--- config.mk ---
export PLATFORM = sky130hd
export DESIGN_NAME = cheat_loader_flat
export DESIGN_NICKNAME = d
export VERILOG_FILES = /design/src/rtl/cheat_loader_if.sv /design/src/rtl/cheat_loader.sv /design/src/flat_wrapper.sv
export SDC_FILE = /design/constraint.sdc
export NUM_CORES = 1
export LEC_CHECK = 0
export CORE_AREA = 10 10 191 157
export DETAILED_ROUTE_END_ITERATION = 8
export DIE_AREA = 0 0 201 167
export HOLD_SLACK_MARGIN = 0.03
export PLACE_DENSITY = 0.45
export SYNTH_ARGS = -nofsm -noshare
export SYNTH_HDL_FRONTEND = slang
export SYNTH_SLANG_ARGS = --single-unit
--- constraint.sdc ---
create_clock -name i_clk -period 2.1 [get_ports i_clk]
set_clock_uncertainty 0.05 [all_clocks]
set_input_delay 0.21 -clock i_clk [delete_from_list [all_inputs] [get_ports i_clk]]
set_output_delay 0.21 -clock i_clk [all_outputs]
set_load 0.005 [all_outputs]
--- src/rtl/cheat_loader_if.sv ---
// Wishbone master/slave bundle used by cheat_loader to reach the cheat data register.
interface cheat_loader_if;
    logic         cyc;
    logic         stb;
    logic         we;
    logic [1:0]   addr;
    logic [128:0] data;
    logic         ack;
    logic         stall;
    logic         err;

    modport master (
        output cyc, stb, we, addr, data,
        input  ack, stall, err
    );

    modport slave (
        input  cyc, stb, we, addr, data,
        output ack, stall, err
    );
endinterface

--- src/rtl/cheat_loader.sv ---
// Cheat record loader: assembles byte-stream records and writes legal ones to the
// cheat data register over Wishbone. Define CHEAT_LOADER_CHECKSUM_EN for 17-byte records with an XOR check byte.
module cheat_loader #(
    parameter int unsigned MAX_CHEATS  = 4,
    parameter int unsigned ACK_TIMEOUT = 255
) (
    input  logic           i_clk,
    input  logic           i_reset_n,
    input  logic           i_clear,
    input  logic [7:0]     i_rx_data,
    input  logic           i_rx_valid,
    output logic           o_rx_ready,
    output logic           o_cheats_loaded,
    output logic [7:0]     o_cheat_count,
    output logic           o_busy,
    output logic           o_err,
    cheat_loader_if.master wb
);

    typedef enum logic [2:0] {
        IDLE,
        COLLECT,
        CHECK,
        STROBE,
        WAIT_ACK
    } state_t;

    localparam int unsigned TW      = (ACK_TIMEOUT < 2) ? 1 : $clog2(ACK_TIMEOUT);
    localparam logic [TW-1:0] T_LAST = TW'(ACK_TIMEOUT - 1);
    localparam logic [7:0]  MAX_IDX = 8'(MAX_CHEATS);

`ifdef CHEAT_LOADER_CHECKSUM_EN
    localparam int unsigned CW = 5;
    localparam logic [CW-1:0] LAST_BYTE = 5'd16;
`else
    localparam int unsigned CW = 4;
    localparam logic [CW-1:0] LAST_BYTE = 4'd15;
`endif

    state_t          state_q;
    logic [CW-1:0]   byte_cnt_q;
    logic [127:0]    rec_q;
    logic [TW-1:0]   timer_q;
    logic            cyc_q;
    logic            stb_q;
    logic            rx_ready_q;
    logic            loaded_q;
    logic [7:0]      count_q;
    logic            err_q;

    logic            take;
    logic [7:0]      rec_idx;
    logic            sum_bad;
    logic            bus_ok;
    logic            bus_fail;

`ifdef CHEAT_LOADER_CHECKSUM_EN
    logic [7:0]      sum_q;
    logic [7:0]      chk_q;
    assign sum_bad = (sum_q != chk_q);
`else
    assign sum_bad = 1'b0;
`endif

    assign take    = i_rx_valid && rx_ready_q;
    assign rec_idx = rec_q[111:104];

    // Ack is only honoured in STROBE once the slave stops stalling; timeout covers STROBE+WAIT_ACK.
    always_comb begin
        bus_ok   = 1'b0;
        bus_fail = 1'b0;
        if (state_q == STROBE || state_q == WAIT_ACK) begin
            bus_ok   = !wb.err && wb.ack && !(state_q == STROBE && wb.stall);
            bus_fail = wb.err || (!bus_ok && timer_q == T_LAST);
        end
    end

    always_ff @(posedge i_clk or negedge i_reset_n) begin
        if (!i_reset_n) begin
            state_q    <= IDLE;
            byte_cnt_q <= '0;
            rec_q      <= '0;
            timer_q    <= '0;
            cyc_q      <= 1'b0;
            stb_q      <= 1'b0;
            rx_ready_q <= 1'b0;
            loaded_q   <= 1'b0;
            count_q    <= '0;
            err_q      <= 1'b0;
`ifdef CHEAT_LOADER_CHECKSUM_EN
            sum_q      <= '0;
            chk_q      <= '0;
`endif
        end else if (i_clear) begin
            state_q    <= IDLE;
            byte_cnt_q <= '0;
            timer_q    <= '0;
            cyc_q      <= 1'b0;
            stb_q      <= 1'b0;
            rx_ready_q <= 1'b1;
            loaded_q   <= 1'b0;
            count_q    <= '0;
            err_q      <= 1'b0;
        end else begin
            case (state_q)
                IDLE, COLLECT: begin
                    rx_ready_q <= 1'b1;
                    if (take) begin
`ifdef CHEAT_LOADER_CHECKSUM_EN
                        if (byte_cnt_q == LAST_BYTE) begin
                            chk_q <= i_rx_data;
                        end else begin
                            rec_q <= {rec_q[119:0], i_rx_data};
                            sum_q <= (byte_cnt_q == '0) ? i_rx_data : (sum_q ^ i_rx_data);
                        end
`else
                        rec_q <= {rec_q[119:0], i_rx_data};
`endif
                        if (byte_cnt_q == LAST_BYTE) begin
                            byte_cnt_q <= '0;
                            rx_ready_q <= 1'b0;
                            state_q    <= CHECK;
                        end else begin
                            byte_cnt_q <= byte_cnt_q + CW'(1);
                            state_q    <= COLLECT;
                        end
                    end
                end

                CHECK: begin
                    if (sum_bad || rec_idx > MAX_IDX) begin
                        err_q      <= 1'b1;
                        rx_ready_q <= 1'b1;
                        state_q    <= IDLE;
                    end else if (rec_idx == 8'd0) begin
                        loaded_q   <= 1'b1;
                        rx_ready_q <= 1'b1;
                        state_q    <= IDLE;
                    end else begin
                        cyc_q   <= 1'b1;
                        stb_q   <= 1'b1;
                        timer_q <= '0;
                        state_q <= STROBE;
                    end
                end

                STROBE, WAIT_ACK: begin
                    if (bus_ok || bus_fail) begin
                        cyc_q      <= 1'b0;
                        stb_q      <= 1'b0;
                        rx_ready_q <= 1'b1;
                        state_q    <= IDLE;
                        if (bus_ok) begin
                            if (count_q != 8'hFF) begin
                                count_q <= count_q + 8'd1;
                            end
                        end else begin
                            err_q <= 1'b1;
                        end
                    end else begin
                        timer_q <= timer_q + TW'(1);
                        if (state_q == STROBE && !wb.stall) begin
                            stb_q   <= 1'b0;
                            state_q <= WAIT_ACK;
                        end
                    end
                end

                default: state_q <= IDLE;
            endcase
        end
    end

    assign wb.cyc          = cyc_q;
    assign wb.stb          = stb_q;
    assign wb.we           = cyc_q;
    assign wb.addr         = 2'h1;
    assign wb.data         = {1'b0, rec_q};

    assign o_rx_ready      = rx_ready_q;
    assign o_cheats_loaded = loaded_q;
    assign o_cheat_count   = count_q;
    assign o_busy          = cyc_q;
    assign o_err           = err_q;

endmodule

--- src/flat_wrapper.sv ---
// flat-port wrapper written by rule: the top's interface ports become plain ports
module cheat_loader_flat 
#(
    parameter int unsigned MAX_CHEATS  = 4,
    parameter int unsigned ACK_TIMEOUT = 255
)
  (i_clk, i_reset_n, i_clear, i_rx_data, i_rx_valid, o_rx_ready, o_cheats_loaded, o_cheat_count, o_busy, o_err, wb_cyc, wb_stb, wb_we, wb_addr, wb_data, wb_ack, wb_stall, wb_err);
  cheat_loader_if wb_i ();
  input  logic i_clk;
  input  logic i_reset_n;
  input  logic i_clear;
  input  logic [7:0] i_rx_data;
  input  logic i_rx_valid;
  output logic o_rx_ready;
  output logic o_cheats_loaded;
  output logic [7:0] o_cheat_count;
  output logic o_busy;
  output logic o_err;
  output wire logic [$bits(wb_i.cyc)-1:0] wb_cyc;
  output wire logic [$bits(wb_i.stb)-1:0] wb_stb;
  output wire logic [$bits(wb_i.we)-1:0] wb_we;
  output wire logic [$bits(wb_i.addr)-1:0] wb_addr;
  output wire logic [$bits(wb_i.data)-1:0] wb_data;
  input wire logic [$bits(wb_i.ack)-1:0] wb_ack;
  input wire logic [$bits(wb_i.stall)-1:0] wb_stall;
  input wire logic [$bits(wb_i.err)-1:0] wb_err;
  assign wb_cyc = wb_i.cyc;
  assign wb_stb = wb_i.stb;
  assign wb_we = wb_i.we;
  assign wb_addr = wb_i.addr;
  assign wb_data = wb_i.data;
  assign wb_i.ack = wb_ack;
  assign wb_i.stall = wb_stall;
  assign wb_i.err = wb_err;
  cheat_loader #(.MAX_CHEATS(MAX_CHEATS), .ACK_TIMEOUT(ACK_TIMEOUT)) u_core (.i_clk(i_clk), .i_reset_n(i_reset_n), .i_clear(i_clear), .i_rx_data(i_rx_data), .i_rx_valid(i_rx_valid), .o_rx_ready(o_rx_ready), .o_cheats_loaded(o_cheats_loaded), .o_cheat_count(o_cheat_count), .o_busy(o_busy), .o_err(o_err), .wb(wb_i));
endmodule
# [After elaboration in Yosys (flattened, before gate mapping)]
# Cells that the tools add are included.
[word_totals] in_bits=15 wordCells=117 regBits=156 output_inout_bits=146
[op_classes] n_lt_le_gt_ge=1 reduce_logical=37 mux=48 bitwise_logic=1 n_eq_ne=17 n_addsub=3
[op_table] op="2-to-1 mux 8 bit" count=9
[op_table] op="2-to-1 mux 1 bit" count=22
[op_table] op="AND reduction 4 bit" count=5
[op_table] op="adder 8 x 1 -> 8 bit, second input constant" count=2
[op_table] op="2-to-1 mux 4 bit" count=4
[op_table] op="one-hot mux 8 bit (2 select lines)" count=1
[op_table] op="nonzero test 2 bit" count=8
[op_table] op="2-to-1 mux 3 bit" count=5
[op_table] op="!= test 3 bit, second input constant" count=4
[op_table] op="!= test 3 x 2 -> 1 bit, second input constant" count=3
[op_table] op="one-hot mux 3 bit (3 select lines)" count=1
[op_table] op="AND reduction 3 bit" count=3
[op_table] op="equality test 8 bit, second input constant" count=1
[op_table] op="> comparator 8 x 3 -> 1 bit, second input constant" count=1
[op_table] op="zero test 8 bit" count=1
[op_table] op="!= test 4 x 2 -> 1 bit, second input constant" count=2
[op_table] op="!= test 8 bit, second input constant" count=1
[op_table] op="equality test 3 x 2 -> 1 bit, second input constant" count=2
[op_table] op="logical AND 1 bit" count=6
[op_table] op="one-hot mux 1 bit (2 select lines)" count=3
[op_table] op="adder 4 x 1 -> 4 bit, second input constant" count=1
[op_table] op="equality test 4 bit, second input constant" count=1
[op_table] op="zero test 1 bit" count=4
[op_table] op="2-to-1 mux 2 bit" count=2
[op_table] op="11 further kinds" count=15

# [Depth between registers and ports, before layout]
[logic_depth] word_depth=12 depth_mapped=7 depth_no_buf=7

# [Worst setup path after synthesis]
# OpenSTA, ideal clock, no wires.
[synth_timing] kind="flip-flop to flip-flop" start="reg u_core.timer_q[0]" end="reg u_core.timer_q[7]" slack_ns=0.124 setup_time_ns=0.069 path_buffers=0 t_arrival_ns=1.857 stages_incl_launch_ff=8 synth_period_minus_slack_ns=1.976 cell_sequence="dfrtp_1 inv_1 ha_1 and4_1 a2111oi_4 nand3_2 or4_1 nand3_1"
[synth_between] elab_chain_len=7
[synth_lines] element="start: declaration" line_no="cheat_loader.sv:43" text="logic [TW-1:0] timer_q;"
[synth_lines] element="start signal: assignment" line_no="cheat_loader.sv:161" text="timer_q <= timer_q + TW'(1);"
[synth_lines] element="branches (longest 7 deep; another with adder 8 x 1 -> 8 bit)"
# Several ways; the timed one is not identified. The select of a mux whose other input is x is not followed.
# A chain may end at the register's enable or synchronous reset.

# [Final worst setup path]
[layout_timing] start="reg u_core.timer_q[0]" end="reg u_core.timer_q[4]"
# The elaborated chain is that of the path after synthesis.

==> run metrics <==
max cap viols 0; CTS H-tree depth 4; register area share after synthesis between 60% and 70%; RSZ-0062 raised after global routing false; cell family with the largest share of critical-path delay simple AND/OR/NAND/NOR gates; Clock transition at path regs about 0.07 ns; Hold Path Class input pin to async pin; global-route wire length before repair ~32 mm; Post CTS Setup Buffer Count 0; DRT iter0 DRCs 258; Vias 5334; CP required between 2 and 2.5 ns; Sink Count between 150 and 200; share of layout cells above drive strength 1 ~9.3%; outcome complete, no violations; final global-route overflow total 0; worst hold slack a little under 0.2 ns; drc violations 0; worst endpoint data arrival time roughly 2.2 ns; Post-Route Setup TNS 0 ns; die area about 0.034 mm2; CP Capture Type flip-flop; largest family of logic cells by synthesized area simple AND/OR/NAND/NOR gates; dominant cell type by area after synthesis dfrtp_1; Synth top cells by count nand2_1 (397), dfrtp_1 (156), clkbuf_1 (24); RePlAce Congestion roughly 0.75; worst slew pin tran about 0.55 ns; Synth Area in Compound Gates between 4 and 5%; Worst Setup Start Kind flip-flop; crit-path max cell delay ~0.34 ns; die width 201 um; CTS tree built; die height 167 um; Clock Latency Late Sink roughly 0.43 ns; initial core utilization 24.7%; count of input and output buffers between 150 and 200; Synth area leaders dfrtp_1 (61%), nand2_1 (23%), clkbuf_1 (1.4%), nor2_1 (1.3%), nand3_1 (1.1%); row cnt between 50 and 60; Area growth, synth to finish 44.7%; yosys warns 0; CTS Buf Count 17; Top FF cell, synth dfrtp_1; design area 0.00932 mm2; vias per cell 4.19; EDFF count, synth 0; Reg-to-Reg End u_core.timer_q[4]; crit-path cells inv_1, ha_1, and4_1, a221oi_4, buf_4, nand4_1, or3_1, nand3_1; Finish-stage setup viols 0; pwr dens between 900 and 1000 mW/mm2; Setup Crit Path Kind flip-flop to flip-flop; fillcell total 2684; worst r2r src u_core.timer_q[0]; initial antenna violation count 0; Root Driver clkbuf_16; synthesized area roughly 0.0064 mm2; Crit Path Max Fanout 3; asr flop ratio synth 100%; Core ar. about 0.026 mm2; share of the synthesized area in the top cell type between 60% and 70%; Leak ~4.5 nW; slowest CP cell dfrtp_1; Adder-Cell Fraction of Synth Area less than 1%; max-slew violations 0; R2R depth 8; Period minus WS final 1.92 ns; Synth Area in XOR/XNOR less than 1%; leading cell type by number of instances after synthesis nand2_1; antenna diode count 0; IO Count about 160; Final HPWL DP 14.2 mm; peak supply drop 0.532 mV; Critical path buffers and inverters 2; post-synthesis simple-gate area fraction between 20% and 30%; DR WL/cell between 15 and 20 um; pin count of the biggest net entering global routing 65; mux cell area share after synthesis 0.485%; Yosys reg bits roughly 160; WL final 20.0 mm; dpl cell area 0.00874 mm2; Nets 922; reg2reg setup slack between 0.15 and 0.2 ns; vias in the first global route 5426; Syn Inst Count about 720; Util after Layout between 30% and 40%; syn avg cell area about 9 um2; Unique masters post-synth 48; post-route ant nets 0; Final period util 91.5%; DRT Pass-1 Iters 4; Max Buffers Root-to-Sink 2; Overall Power between 8 and 9 mW; fmax ~0.52 GHz; Total GRT Usage ~12%; Fin. Hold Viols 0; relative slew slack between 60% and 70%
-- registers in the layout (all words and copies together), names as in the netlist --
signal,cells
u_core.o_rx_ready,1
u_core.rec_q,128
u_core.o_cheats_loaded,1
u_core.state_q,3
u_core.o_err,1
u_core.o_cheat_count,8
u_core.byte_cnt_q,4
u_core.timer_q,8
u_core.o_busy,1
u_core.wb.stb,1
-- per-stage QoR --
| stage | worst slack (ns) | instances |
|---|---|---|
| after floorplan | 0.124 | 723 |
| after CTS | 0.109 | 1272 |
| after global placement | 0.0778 | 1240 |
| after global routing | 0.0287 | 1272 |
| final | 0.178 | 1272 |
| after detailed placement | 0.0476 | 1240 |
-- cells by family after synthesis --
family                     Yosys count
and+or+nand+nor                    469
DFF                                156
AOI/OAI and AO/OA                   42
buffers and inverters               40
xor gates and xnor gates             6
adders and majority gates            4
muxes                                3
other                                2
-- what timing repair did --
item	CTS	global route
resized for setup	0	3
hold buffers	1	0
setup endpoints to repair	0	1
hold endpoints to repair	33	0
-- placed cells by master, fill, tap and decap left out, drive strengths merged, types with 5 or more instances in the layout --
cell type,n
clkdlybuf4s50,156
dfrtp,156
nor3,9
buf,42
nor2,22
xnor2,5
o21ai,14
nand2,397
a21oi,7
clkbuf,21
clkinv,6
nand3,15
-- where the power goes --
part	internal (mW)	leakage, nW	switching, mW
sequential	3.47	2.10	0.408
clock	1.72	0.275	1.28
combinational	1.05	2.17	0.792
-- layer usage --
metal	vias to the layer above	wire (um)	track usage, %
met5	-	0	0
met4	0	195	3.25
li1	2659	-	-
met1	2536	9510	15.8
met3	15	1930	6.19
met2	124	8350	17.0
-- worst max-delay path by stage --
stage / cells past startpoint / end / from
finish: 8 / u_core.timer_q[4] / u_core.timer_q[0]
CTS: 5 / u_core.wb.stb / u_core.state_q[0]
global route: 5 / u_core.o_cheat_count[5] / u_core.state_q[0]
global placement: 6 / u_core.wb.stb / wb_stall
detailed placement: 7 / u_core.timer_q[6] / wb_stall
floorplan: 7 / u_core.timer_q[7] / u_core.timer_q[0]
-- cell type report --
cell class | count | area [um2] | area share, %
Sequential cell | 156 | 3900 | 41.9
Multi-Input combinational cell | 527 | 2400 | 25.7
Timing Repair Buffer | 199 | 2000 | 21.5
Clock buffer | 21 | 470 | 5.05
Tap cell | 357 | 447 | 4.79
Clock inverter | 10 | 91.3 | 0.980
Inverter | 2 | 7.51 | 0.0805
Note: power is estimated with default switching activity, not from simulation.
